### config.mk
export PLATFORM = sky130hd
export DESIGN_NAME = reg_bus_xfer_flat
export DESIGN_NICKNAME = d
export VERILOG_FILES = /design/src/rtl/reg_bus_xfer_if.sv /design/src/rtl/reg_bus_xfer.sv /design/src/flat_wrapper.sv
export SDC_FILE = /design/constraint.sdc
export NUM_CORES = 1
export LEC_CHECK = 0
export ABC_AREA = 1
export CAP_MARGIN = 10
export CORE_MARGIN = 2
export CORE_UTILIZATION = 46
export DETAILED_ROUTE_END_ITERATION = 8
export MAX_ROUTING_LAYER = met4
export PLACE_DENSITY = 0.76
export SLEW_MARGIN = 20
export SYNTH_ARGS = -nofsm -noshare
export SYNTH_HDL_FRONTEND = slang
export SYNTH_SLANG_ARGS = --single-unit
### constraint.sdc
create_clock -name clk -period 3.5 [get_ports clk]
set_input_delay 0.525 -clock clk [delete_from_list [all_inputs] [get_ports clk]]
set_output_delay 0.525 -clock clk [all_outputs]
set_load 0.01 [all_outputs]
### src/rtl/reg_bus_xfer_if.sv
// Handshake, load, read and bus-observation signals of reg_bus_xfer.
// REG_BUS_PARITY_EN adds the registered bus parity output bus_par.
interface reg_bus_xfer_if #(
    parameter int WIDTH = 8,
    parameter int SEL_W = 3
);
    logic             ld_en;
    logic [SEL_W-1:0] ld_sel;
    logic [WIDTH-1:0] ld_data;
    logic             xfer_valid;
    logic             xfer_ready;
    logic [SEL_W-1:0] src_sel;
    logic [SEL_W-1:0] dst_sel;
    logic [SEL_W-1:0] rd_sel;
    logic [WIDTH-1:0] rd_data;
    logic [WIDTH-1:0] bus_out;
    logic             done;
    logic             err;
`ifdef REG_BUS_PARITY_EN
    logic             bus_par;

    modport master (
        output ld_en, ld_sel, ld_data, xfer_valid, src_sel, dst_sel, rd_sel,
        input  xfer_ready, rd_data, bus_out, done, err, bus_par
    );
    modport slave (
        input  ld_en, ld_sel, ld_data, xfer_valid, src_sel, dst_sel, rd_sel,
        output xfer_ready, rd_data, bus_out, done, err, bus_par
    );
`else
    modport master (
        output ld_en, ld_sel, ld_data, xfer_valid, src_sel, dst_sel, rd_sel,
        input  xfer_ready, rd_data, bus_out, done, err
    );
    modport slave (
        input  ld_en, ld_sel, ld_data, xfer_valid, src_sel, dst_sel, rd_sel,
        output xfer_ready, rd_data, bus_out, done, err
    );
`endif
endinterface

### src/rtl/reg_bus_xfer.sv
// Register file with a shared registered bus: IDLE -> BUS -> WB register-to-register moves.
// Optional REG_BUS_PARITY_EN stores a parity bit per register and drives bus_par.
module reg_bus_xfer #(
    parameter int WIDTH  = 8,
    parameter int N_REGS = 6,
    parameter int SEL_W  = 3
) (
    input  logic          clk,
    input  logic          rst,
    reg_bus_xfer_if.slave bus
);
    typedef enum logic [1:0] {
        IDLE = 2'd0,
        BUS  = 2'd1,
        WB   = 2'd2
    } state_t;

    state_t           state_q, state_d;
    logic [WIDTH-1:0] regs_q [N_REGS];
    logic [WIDTH-1:0] regs_d [N_REGS];
    logic [SEL_W-1:0] src_q, src_d;
    logic [SEL_W-1:0] dst_q, dst_d;
    logic [WIDTH-1:0] bus_q, bus_d;
    logic             done_q, done_d;
    logic             err_q, err_d;
`ifdef REG_BUS_PARITY_EN
    logic             par_q [N_REGS];
    logic             par_d [N_REGS];
    logic             bus_par_q, bus_par_d;
`endif

    function automatic logic sel_ok(input logic [SEL_W-1:0] s);
        return int'(s) < N_REGS;
    endfunction

    always_comb begin
        state_d = state_q;
        regs_d  = regs_q;
        src_d   = src_q;
        dst_d   = dst_q;
        bus_d   = bus_q;
        done_d  = 1'b0;
        err_d   = 1'b0;
`ifdef REG_BUS_PARITY_EN
        par_d     = par_q;
        bus_par_d = bus_par_q;
`endif
        case (state_q)
            IDLE: begin
                if (bus.xfer_valid) begin
                    if (sel_ok(bus.src_sel) && sel_ok(bus.dst_sel)) begin
                        src_d   = bus.src_sel;
                        dst_d   = bus.dst_sel;
                        state_d = BUS;
                    end else begin
                        err_d = 1'b1;
                    end
                end
            end
            BUS: begin
                // Reads regs_q, so a same-edge load to src_q is not seen on the bus.
                bus_d   = regs_q[src_q];
                state_d = WB;
`ifdef REG_BUS_PARITY_EN
                bus_par_d = ^regs_q[src_q];
                if ((^regs_q[src_q]) != par_q[src_q]) err_d = 1'b1;
`endif
            end
            WB: begin
                regs_d[dst_q] = bus_q;
`ifdef REG_BUS_PARITY_EN
                par_d[dst_q] = ^bus_q;
`endif
                done_d  = 1'b1;
                state_d = IDLE;
            end
            default: state_d = IDLE;
        endcase
        // Applied after write-back so an external load to the same register wins.
        if (bus.ld_en) begin
            if (sel_ok(bus.ld_sel)) begin
                regs_d[bus.ld_sel] = bus.ld_data;
`ifdef REG_BUS_PARITY_EN
                par_d[bus.ld_sel] = ^bus.ld_data;
`endif
            end else begin
                err_d = 1'b1;
            end
        end
    end

    always_ff @(posedge clk) begin
        if (rst) begin
            state_q <= IDLE;
            regs_q  <= '{default: '0};
            src_q   <= '0;
            dst_q   <= '0;
            bus_q   <= '0;
            done_q  <= 1'b0;
            err_q   <= 1'b0;
`ifdef REG_BUS_PARITY_EN
            par_q     <= '{default: 1'b0};
            bus_par_q <= 1'b0;
`endif
        end else begin
            state_q <= state_d;
            regs_q  <= regs_d;
            src_q   <= src_d;
            dst_q   <= dst_d;
            bus_q   <= bus_d;
            done_q  <= done_d;
            err_q   <= err_d;
`ifdef REG_BUS_PARITY_EN
            par_q     <= par_d;
            bus_par_q <= bus_par_d;
`endif
        end
    end

    assign bus.xfer_ready = (state_q == IDLE);
    assign bus.rd_data    = sel_ok(bus.rd_sel) ? regs_q[bus.rd_sel] : '0;
    assign bus.bus_out    = bus_q;
    assign bus.done       = done_q;
    assign bus.err        = err_q;
`ifdef REG_BUS_PARITY_EN
    assign bus.bus_par    = bus_par_q;
`endif
endmodule

### src/flat_wrapper.sv
// flat-port wrapper written by rule: the top's interface ports become plain ports
module reg_bus_xfer_flat 
#(
    parameter int WIDTH  = 8,
    parameter int N_REGS = 6,
    parameter int SEL_W  = 3
)
  (clk, rst, bus_ld_en, bus_ld_sel, bus_ld_data, bus_xfer_valid, bus_src_sel, bus_dst_sel, bus_rd_sel, bus_xfer_ready, bus_rd_data, bus_bus_out, bus_done, bus_err);
  reg_bus_xfer_if #(.WIDTH(WIDTH), .SEL_W(SEL_W)) bus_i ();
  input  logic clk;
  input  logic rst;
  input wire logic [$bits(bus_i.ld_en)-1:0] bus_ld_en;
  input wire logic [$bits(bus_i.ld_sel)-1:0] bus_ld_sel;
  input wire logic [$bits(bus_i.ld_data)-1:0] bus_ld_data;
  input wire logic [$bits(bus_i.xfer_valid)-1:0] bus_xfer_valid;
  input wire logic [$bits(bus_i.src_sel)-1:0] bus_src_sel;
  input wire logic [$bits(bus_i.dst_sel)-1:0] bus_dst_sel;
  input wire logic [$bits(bus_i.rd_sel)-1:0] bus_rd_sel;
  output wire logic [$bits(bus_i.xfer_ready)-1:0] bus_xfer_ready;
  output wire logic [$bits(bus_i.rd_data)-1:0] bus_rd_data;
  output wire logic [$bits(bus_i.bus_out)-1:0] bus_bus_out;
  output wire logic [$bits(bus_i.done)-1:0] bus_done;
  output wire logic [$bits(bus_i.err)-1:0] bus_err;
  assign bus_i.ld_en = bus_ld_en;
  assign bus_i.ld_sel = bus_ld_sel;
  assign bus_i.ld_data = bus_ld_data;
  assign bus_i.xfer_valid = bus_xfer_valid;
  assign bus_i.src_sel = bus_src_sel;
  assign bus_i.dst_sel = bus_dst_sel;
  assign bus_i.rd_sel = bus_rd_sel;
  assign bus_xfer_ready = bus_i.xfer_ready;
  assign bus_rd_data = bus_i.rd_data;
  assign bus_bus_out = bus_i.bus_out;
  assign bus_done = bus_i.done;
  assign bus_err = bus_i.err;
  reg_bus_xfer #(.WIDTH(WIDTH), .N_REGS(N_REGS), .SEL_W(SEL_W)) u_core (.clk(clk), .rst(rst), .bus(bus_i));
endmodule
Yosys cells after proc, flatten, opt, wreduce, memory -nomap -nowiden:

Cells that the tools add are included.

* register bits after elaboration: 66
* input bits: 24
* output and inout port bits: 19
* word-level logic and storage cells: 61

* $lt $le $gt $ge: 10
* equal/unequal tests: 4
* multiplexer cells: 25
* bitwise operators: 4
* reduce and logical (&&, ||, !) cells: 6

Operators with widths (count)
* $mux 48: 3
* $bwmux 48: 2
* $mux 8: 7
* $bmux 8 s3: 2
* $demux 8 s3: 2
* $ge 4x4->1 const B: 4
* $not 3->4: 4
* $lt 3x3->1 const B: 4
* $lt 4x1->1 const B: 2
* $mux 1: 6
* $mux 2: 2
* $pmux 2 s2: 1
* $logic_and 1x1->1: 3
* $reduce_and 3->1: 1
* $eq 2x1->1 const B: 1
* $eq 2x2->1 const B: 1
* $logic_not 2->1: 1
* $ne 2x1->1 const B: 1
* $ne 2x2->1 const B: 1
* $reduce_and 2->1: 1

Logic depth before layout (Yosys ltp):

* depth after elaboration: 10
* mapped depth: 8
* mapped depth without buffers: 7

Least setup slack after synthesis:

Ideal clock, no wire load.

* kind: input -> output
* start: input port bus_rd_sel[2]
* end: output port bus_rd_data[5]
* data arrival time: 1.307 ns
* required time: 2.975 ns
* setup slack: 1.668 ns
* stages on the path: 7
* path buffers: 2
* cell sequence: buf_2 inv_1 buf_2 o211ai_1 nand2_1 nand2_1 nand2_1

* longest elaborated chain between the ends: 5
* elaborated cells between the ends (all ways): 6
* classes of those cells: order compare (1); mux (4); bitwise (1)

RTL lines
* start: declaration: RTL line flat_wrapper.sv:18 `input wire logic [$bits(bus_i.rd_sel)-1:0] bus_rd_sel;`
* $not 3->4 (implied by the code): RTL line reg_bus_xfer.sv:121 `assign bus.rd_data = sel_ok(bus.rd_sel) ? regs_q[bus.rd_sel] : '0;`
* $bmux 8 s3: RTL line reg_bus_xfer.sv:121
* $mux 8 (implied by the code) (2 in a row): RTL line reg_bus_xfer.sv:121
* $mux 8 (*): RTL line reg_bus_xfer.sv:121
* end: declaration: RTL line flat_wrapper.sv:20 `output wire logic [$bits(bus_i.rd_data)-1:0] bus_rd_data;`

Every way passes the cells marked *; elsewhere a longest branch is shown, timed or not. The select of a mux whose other input is x is not followed.

Worst setup path after layout:

* start: input port bus_rd_sel[2]
* end: output port bus_rd_data[3]

The elaborated chain is that of the path after synthesis.

==> flow_metrics.env <==
export IMPL_run_status="complete, no violations"
export IMPL_synthArstFlopShare=0
export IMPL_grt_antenna_before_repair=1
export IMPL_synth_seq_area_share=0.308
export IMPL_fillers=963
export IMPL_dp_hpwl_mm=9.61
export IMPL_die_area_um2=10100
export IMPL_cts_resized=0
export IMPL_nNetsFinal=811
export IMPL_clock_latency_ns=0.36
export IMPL_end_kind="output pin"
export IMPL_syn_inst=760
export IMPL_yosysTopAreaCellShare=0.308
export IMPL_placement_io_buffers=42
export IMPL_netlist_top_cells_area="dfxtp_1 (31%), nand2_1 (23%), inv_1 (15%)"
export IMPL_synth_cell_types=17
export IMPL_path_clk_slew_ns=0.07
export IMPL_post_cts_buffers=0
export IMPL_synth_top_cells_by_count="nand2_1 (265), inv_1 (172), nand3_1 (105)"
export IMPL_skew_ns=0.00793
export IMPL_ant_nets=0
export IMPL_use_met2=0.462
export IMPL_fmax_ghz=0.336
export IMPL_post_route_period_util=0.851
export IMPL_synth_area_leader_cell="dfxtp_1"
export IMPL_die_x_um=101
export IMPL_required_ns=2.97
export IMPL_placementRows=35
export IMPL_vdd_ir_drop_max_uv=192
export IMPL_first_iter_violations=444
export IMPL_drcViolationCount=0
export IMPL_setup_viol=0
export IMPL_post_place_cells=887
export IMPL_postLayoutCellArea_um2=4920
export IMPL_synth_warnings=0
export IMPL_crit_type="in -> out"
export IMPL_finalSetupTns_ns=0
export IMPL_die_h_um=101
export IMPL_worst_setup_path_start_kind="input port"
export IMPL_area_growth_pct=14.9
export IMPL_cp_max_fo=16
export IMPL_maxCapViolCount=0
export IMPL_use_met1=0.380
export IMPL_grt_pass1_wl_mm=22.9
export IMPL_worstMarginPinSlew_ns=0.947
export IMPL_clk_path_buf_depth=2
export IMPL_wl_per_cell_um=15.3
export IMPL_gp_congestion=0.944
export IMPL_syn_nets=784
export IMPL_core_um2=9150
export IMPL_start_util=0.468
export IMPL_cts_tree="yes"
export IMPL_finalCriticalPeriod_ns=2.98
export IMPL_yosysMostFrequentCell="nand2_1"
export IMPL_synth_area_um2=4290
export IMPL_finalPower_mw=1.81
export IMPL_regArea_um2=1320
export IMPL_cts_sinks=66
export IMPL_postCtsHoldBufs=0
export IMPL_final_max_slew_viol_count=0
export IMPL_wirelength_mm=13.9
export IMPL_postPlaceCellArea_um2=4740
export IMPL_dp_worst_setup_slack_ns=0.543
export IMPL_ys_seq_elements=66
export IMPL_hold_violations=0
export IMPL_timing_critical_path_arrival_ns=2.45
export IMPL_fin_cells=903
export IMPL_hold_ws_ns=0.493
export IMPL_fin_ws_ns=0.523
export IMPL_globalRouteMet3Util=0.0624
export IMPL_multi_input_area_um2=2180
export IMPL_synth_edf_count=0
export IMPL_first_global_vias=4509
export IMPL_cts_root_buf="clkbuf_8"
export IMPL_synth_ff_type="dfxtp_1"
export IMPL_busiest_layer="met2"
export IMPL_powerDensity_nw_per_um2=368
export IMPL_power_leakage_nw=2.80
export IMPL_grt_start_max_net_pins=63
export IMPL_syn_mean_instance_area_um2=5.64
export IMPL_fin_util=0.538
export IMPL_cts_buffers=9
export IMPL_pin_count=43
export IMPL_grtUsageTotal=0.302
export IMPL_vias=4871
export IMPL_overflow=0
export IMPL_rsz0062_at_grt="false"
export IMPL_layout_drive_gt1_share=0.0265
export IMPL_relSlewSlack=0.366
export IMPL_via_per_inst=5.39
export IMPL_min_path_type="reg -> reg"
export IMPL_drt_first_pass_iters=6
export IMPL_htree_levels=3
-- cell usage in the layout, fill, tap and decap left out, drive strengths merged --
cell type / n
nand2: 265
inv: 172
nand3: 105
dfxtp: 66
o21ai: 57
clkdlybuf4s50: 42
nor2: 29
o211ai: 16
clkbuf: 10
a21oi: 9
o2111ai: 8
buf: 4
clkinv: 4
nor3: 2
diode: 1
clkinvlp: 1
bufinv: 1
-- kinds of logic after synthesis --
kind of cell,count (synthesis),synth area share
AO/OA/AOI/OAI,90,0.121
flip-flops,66,0.308
buffers and inverters,203,0.184
AND/OR/NAND/NOR,401,0.387
-- path summary, 6_finish.rpt --
kind,start,end,slack (ns),cells past startpoint
worst max-delay path,bus_rd_sel[2],bus_rd_data[3],0.52,7
worst max register to register,u_core.dst_q[1],u_core.regs_q[31],1.58,7
worst min register to register,u_core.src_q[2],u_core.src_q[2],0.49,2
worst min-delay path,u_core.src_q[2],u_core.src_q[2],0.49,2
-- routing by layer --
metal,up-vias,wire (um)
li1,2372,-
met1,2169,5610
met2,273,6130
met3,57,1460
met4,0,648
met5,-,0
-- power by group --
group | total, mW | internal [mW] | switching (mW) | leakage, nW
combinational | 0.346 | 0.130 | 0.216 | 2.17
clock | 0.634 | 0.324 | 0.310 | 0.0921
sequential | 0.834 | 0.785 | 0.0493 | 0.538
-- critical path, stage by stage --
cell	delay, ns
clkdlybuf4s50_1	0.56
inv_1	0.44
o211ai_1	0.18
nand2_1	0.10
nand2_1	0.05
nand2_1	0.07
clkdlybuf4s50_1	0.53
-- state kept, by name (all words and copies together) (netlist names) --
signal,flops
u_core.regs_q,48
u_core.bus.bus_out,8
u_core.dst_q,3
u_core.src_q,3
u_core.state_q,2
u_core.bus.done,1
u_core.bus.err,1
-- cell type report --
class / count / share of cell area
Antenna cell: 1 / 0.000508
Multi-Input combinational cell: 491 / 0.442
Sequential cell: 66 / 0.268
Clock inverter: 5 / 0.0114
Inverter: 173 / 0.132
Clock buffer: 10 / 0.0259
Timing Repair Buffer: 46 / 0.0915
Tap cell: 111 / 0.0282
(Power assumes the default switching activity.)
